`config.mk`:
```
export PLATFORM = sky130hd
export DESIGN_NAME = afe_ppg_tri
export DESIGN_NICKNAME = d
export VERILOG_FILES = /design/src/rtl/afe_model_pkg.sv /design/src/rtl/afe_ppg_tri.sv
export SDC_FILE = /design/constraint.sdc
export NUM_CORES = 1
export LEC_CHECK = 0
export CAP_MARGIN = 40
export CORE_MARGIN = 3
export CORE_UTILIZATION = 47
export CTS_CLUSTER_SIZE = 10
export DETAILED_ROUTE_END_ITERATION = 7
export PLACE_DENSITY = 0.79
export SYNTH_ARGS = -nofsm -noshare
export SYNTH_HDL_FRONTEND = slang
export SYNTH_SLANG_ARGS = --single-unit
```
`constraint.sdc`:
```
create_clock -name CLK -period 1.88 [get_ports CLK]
set_clock_uncertainty 0.05 [all_clocks]
set_input_delay 0.564 -clock CLK [delete_from_list [all_inputs] [get_ports CLK]]
set_output_delay 0.564 -clock CLK [all_outputs]
set_load 0.02 [all_outputs]
```
`src/rtl/afe_model_pkg.sv`:
```
// ---------------------------------------------------------------------------
// afe_model_pkg : shared state type, constants and output saturation helper
// Rev 1.0
// ---------------------------------------------------------------------------
`default_nettype none

package afe_model_pkg;

  typedef enum logic [1:0] {
    DARK   = 2'd0,
    SETTLE = 2'd1,
    TRACK  = 2'd2
  } afe_state_e;

  localparam logic signed [7:0]  TRI_MAX = 8'sd64;
  localparam logic signed [15:0] ADC_MID = 16'sd128;

  function automatic logic [7:0] sat8(input logic signed [15:0] v);
    if (v < 16'sd0)
      return 8'd0;
    else if (v > 16'sd255)
      return 8'd255;
    else
      return v[7:0];
  endfunction

endpackage

`default_nettype wire

```
`src/rtl/afe_ppg_tri.sv`:
```
// ---------------------------------------------------------------------------
// afe_ppg_tri : free-running heartbeat triangle, -64..+64, one step per STEP_DIV
// Rev 1.0
// ---------------------------------------------------------------------------
`default_nettype none

module afe_ppg_tri
  import afe_model_pkg::*;
#(
  parameter int STEP_DIV = 4
) (
  input  logic              CLK,
  input  logic              rst,
  output logic signed [7:0] tri_o
);

  localparam int            CW        = (STEP_DIV > 1) ? $clog2(STEP_DIV) : 1;
  localparam logic [CW-1:0] STEP_LAST = CW'(STEP_DIV - 1);

  logic [CW-1:0]     step_cnt_q, step_cnt_d;
  logic signed [7:0] tri_q, tri_d;
  logic              down_q, down_d;
  logic              w_step;

  assign w_step = (step_cnt_q == STEP_LAST);

  // Reversal happens on the step after an endpoint, so each endpoint lasts one step.
  always_comb begin
    step_cnt_d = w_step ? '0 : step_cnt_q + 1'b1;
    tri_d      = tri_q;
    down_d     = down_q;
    if (w_step) begin
      if (!down_q) begin
        if (tri_q == TRI_MAX) begin
          tri_d  = tri_q - 8'sd1;
          down_d = 1'b1;
        end else begin
          tri_d  = tri_q + 8'sd1;
        end
      end else begin
        if (tri_q == -TRI_MAX) begin
          tri_d  = tri_q + 8'sd1;
          down_d = 1'b0;
        end else begin
          tri_d  = tri_q - 8'sd1;
        end
      end
    end
  end

  always_ff @(posedge CLK) begin
    if (rst) begin
      step_cnt_q <= '0;
      tri_q      <= 8'sd0;
      down_q     <= 1'b0;
    end else begin
      step_cnt_q <= step_cnt_d;
      tri_q      <= tri_d;
      down_q     <= down_d;
    end
  end

  assign tri_o = tri_q;

endmodule

`default_nettype wire

```
==> impl_metrics.py <==
metrics = {
    "setup_path": {
        "end_kind": "register",
        "start_kind": "register",
        "cp_max_fo": 7,
        "arrival_ns": 1.97,
        "cp.required_ns": 1.99,
        "crit_type": "reg -> reg",
    },
    "timing": {
        "max-slew-margin-rel": 0.638,
        "fmax_mhz": 537,
        "finalSetupViolCount": 0,
        "finalHoldViolations": 0,
        "fin_crit_ns": 1.86,
        "slew_viol_final": 0,
        "rsz0062_at_grt": "yes",
        "final.setup.tns_ns": 0,
        "tightest_slew_ns": 0.543,
        "finalCritPeriodShare": 0.990,
    },
    "global_routing": {
        "grt_pass1_vias": 755,
        "grtUsageTotal": 0.205,
        "grt_overflow_total": 0,
        "grt_pass1_wl_um": 3150,
        "antenna_found_initial": 0,
        "grt_max_degree": 16,
    },
    "routing": {
        "drt-initial-drc-count": 26,
        "totalWireLength_um": 1850,
        "route.detailed.drc": 0,
        "routedWlPerCell_um": 14.0,
        "vias_per_cell": 6.03,
        "drtPass1Iterations": 5,
        "ant_nets": 0,
        "vias": 796,
    },
    "placement": {
        "port-buffer-count": 9,
        "dp_hpwl_um": 1330,
        "place.gp.congestion": 0.937,
        "place_inst": 127,
    },
    "cells_and_area": {
        "finalNonFillerCells": 132,
        "layout.cells.most_common_list": "buf_4, nor2_1, nor3_1",
        "fillCellCount": 115,
        "nets": 124,
        "drive_above_1_share": 0.274,
        "antenna_cells": 0,
        "layout_commonest_cell": "buf_4",
        "synthToLayoutAreaGrowth_pct": 31.3,
    },
    "die": {
        "std_cell_rows": 13,
        "dieArea_um2": 2160,
        "core-area_um2": 1420,
        "die_w_um": 46.4,
        "initial_core_util": 0.543,
        "dieHeight_um": 46.4,
        "top_level_ports": 10,
    },
    "outcome": {
        "outcome": "completed",
    },
    "logic_synthesis": {
        "ys.flop_type": "dfxtp_1",
        "ys_seq_elements": 11,
        "async_flop_share": 0,
        "yosys_warnings": 0,
        "syn-instance-count": 94,
        "synth.distinct_cells": 36,
        "synth.net_count": 100,
        "yosysSeqAreaShare": 0.287,
        "netlist_area_um2": 768,
        "synth.avg_cell_area_um2": 8.17,
        "synth_edf_count": 0,
    },
    "clocking": {
        "clock_sinks": 11,
        "root_buffer": "clkbuf_4",
        "h-tree-depth": 1,
        "hold_buffers": 0,
        "clk_path_buf_depth": 2,
        "clkTransAtPathRegs_ns": 0.08,
        "cts_tree": "built",
        "clkLatencyLatePin_ns": 0.28,
        "numCtsBuffers": 3,
    },
    "power_and_ir_drop": {
        "ir_worst_vdd_uv": 442,
        "power.density_nw_per_um2": 540,
        "p_leak_nw": 0.440,
    },
    "job": {
        "cap_viol_max_count": 0,
    },
    "hold_path": {
        "hold_path_class": "reg -> reg",
    },
}
==> area by class of cell <==
type                       instances  area (µm²)  share of cell area
tap                               15        18.8              0.0186
sequential                        11         229               0.227
clock buffer                       4        26.3              0.0261
multi-input combinational         74         518               0.514
inverter                           3        11.3              0.0112
timing repair buffer              25         205               0.203
==> sequential cells by signal, summed over array words and instances (netlist names) <==
register,cells
step_cnt_q,2
down_q,1
tri_o,8
==> power breakdown <==
group	total (mW)	internal (mW)	switching [mW]
clock	0.173	0.0824	0.0910
sequential	0.250	0.245	0.00509
combinational	0.121	0.0523	0.0690
==> worst max-delay path: stages, from the launching register on <==
cell and delay (ns):
dfxtp_4 0.37, or4_4 0.55, nor2_4 0.13, a21oi_4 0.10, a31oi_1 0.20, mux2_1 0.34
==> metrics by stage <==
stage	instance area (µm²)	setup WS, ns	util	power [mW]	hold WS [ns]
final	1010	0.0179	0.713	0.545	0.378
after floorplan	773	0.0175	-	0.336	0.354
after global routing	1010	-0.0483	0.713	0.559	0.399
after CTS	987	0.00487	0.698	0.539	0.382
after detailed placement	968	0.00928	0.684	0.377	0.372
after global placement	968	0.0543	0.684	0.375	0.363
==> worst paths after layout <==
kind,cells past startpoint,endpoint,slack [ns],startpoint
max reg2reg,5,tri_o[3]$_SDFFE_PP0P_,0.02,tri_o[2]$_SDFFE_PP0P_
min reg2reg,1,step_cnt_q[0]$_SDFF_PP0_,0.38,step_cnt_q[0]$_SDFF_PP0_
min,1,step_cnt_q[0]$_SDFF_PP0_,0.38,step_cnt_q[0]$_SDFF_PP0_
max,5,tri_o[3]$_SDFFE_PP0P_,0.02,tri_o[2]$_SDFFE_PP0P_
==> routing by layer <==
metal  global-route usage  share of wire
met3               0.0273          0.056
met2                0.310           0.44
met4                0.125          0.034
met1                0.272           0.47
met5                    0              0
==> Yosys cell counts (2+ instances only) <==
library cell | n | area [µm²]
and2_1 | 2 | 12.5
nand2_1 | 6 | 22.5
dfxtp_1 | 11 | 220
nor2_1 | 14 | 52.6
a31oi_1 | 3 | 18.8
ha_1 | 4 | 50.1
inv_1 | 3 | 11.3
nand3_1 | 4 | 20.0
a211oi_1 | 2 | 15.0
clkbuf_1 | 5 | 18.8
nor3_1 | 7 | 35.0
mux2_1 | 2 | 22.5
nor2b_1 | 2 | 12.5
xnor2_1 | 2 | 17.5
nand4_1 | 2 | 12.5
a21oi_1 | 3 | 15.0
nor4b_1 | 2 | 17.5
xor2_1 | 2 | 17.5
==> logic make-up after synthesis <==
logic type	after synthesis	synth area share
AND/OR/NAND/NOR	47	0.337
AO/OA/AOI/OAI	15	0.160
flip-flops	11	0.287
buffers and inverters	9	0.0489
XOR/XNOR	4	0.0456
multiplexers	4	0.0570
adder cells (fa/ha/maj)	4	0.0651
==> repair_timing <==
| item | 4_1_cts | 5_1_grt |
|---|---|---|
| pin swaps | 0 | 5 |
| buffers inserted | 0 | 1 |
| endpoints found under the setup margin | 6 | 6 |
| hold endpoints to repair | 0 | 0 |
| gates resized for setup | 6 | 4 |
Note: power is estimated with default switching activity, not from simulation.
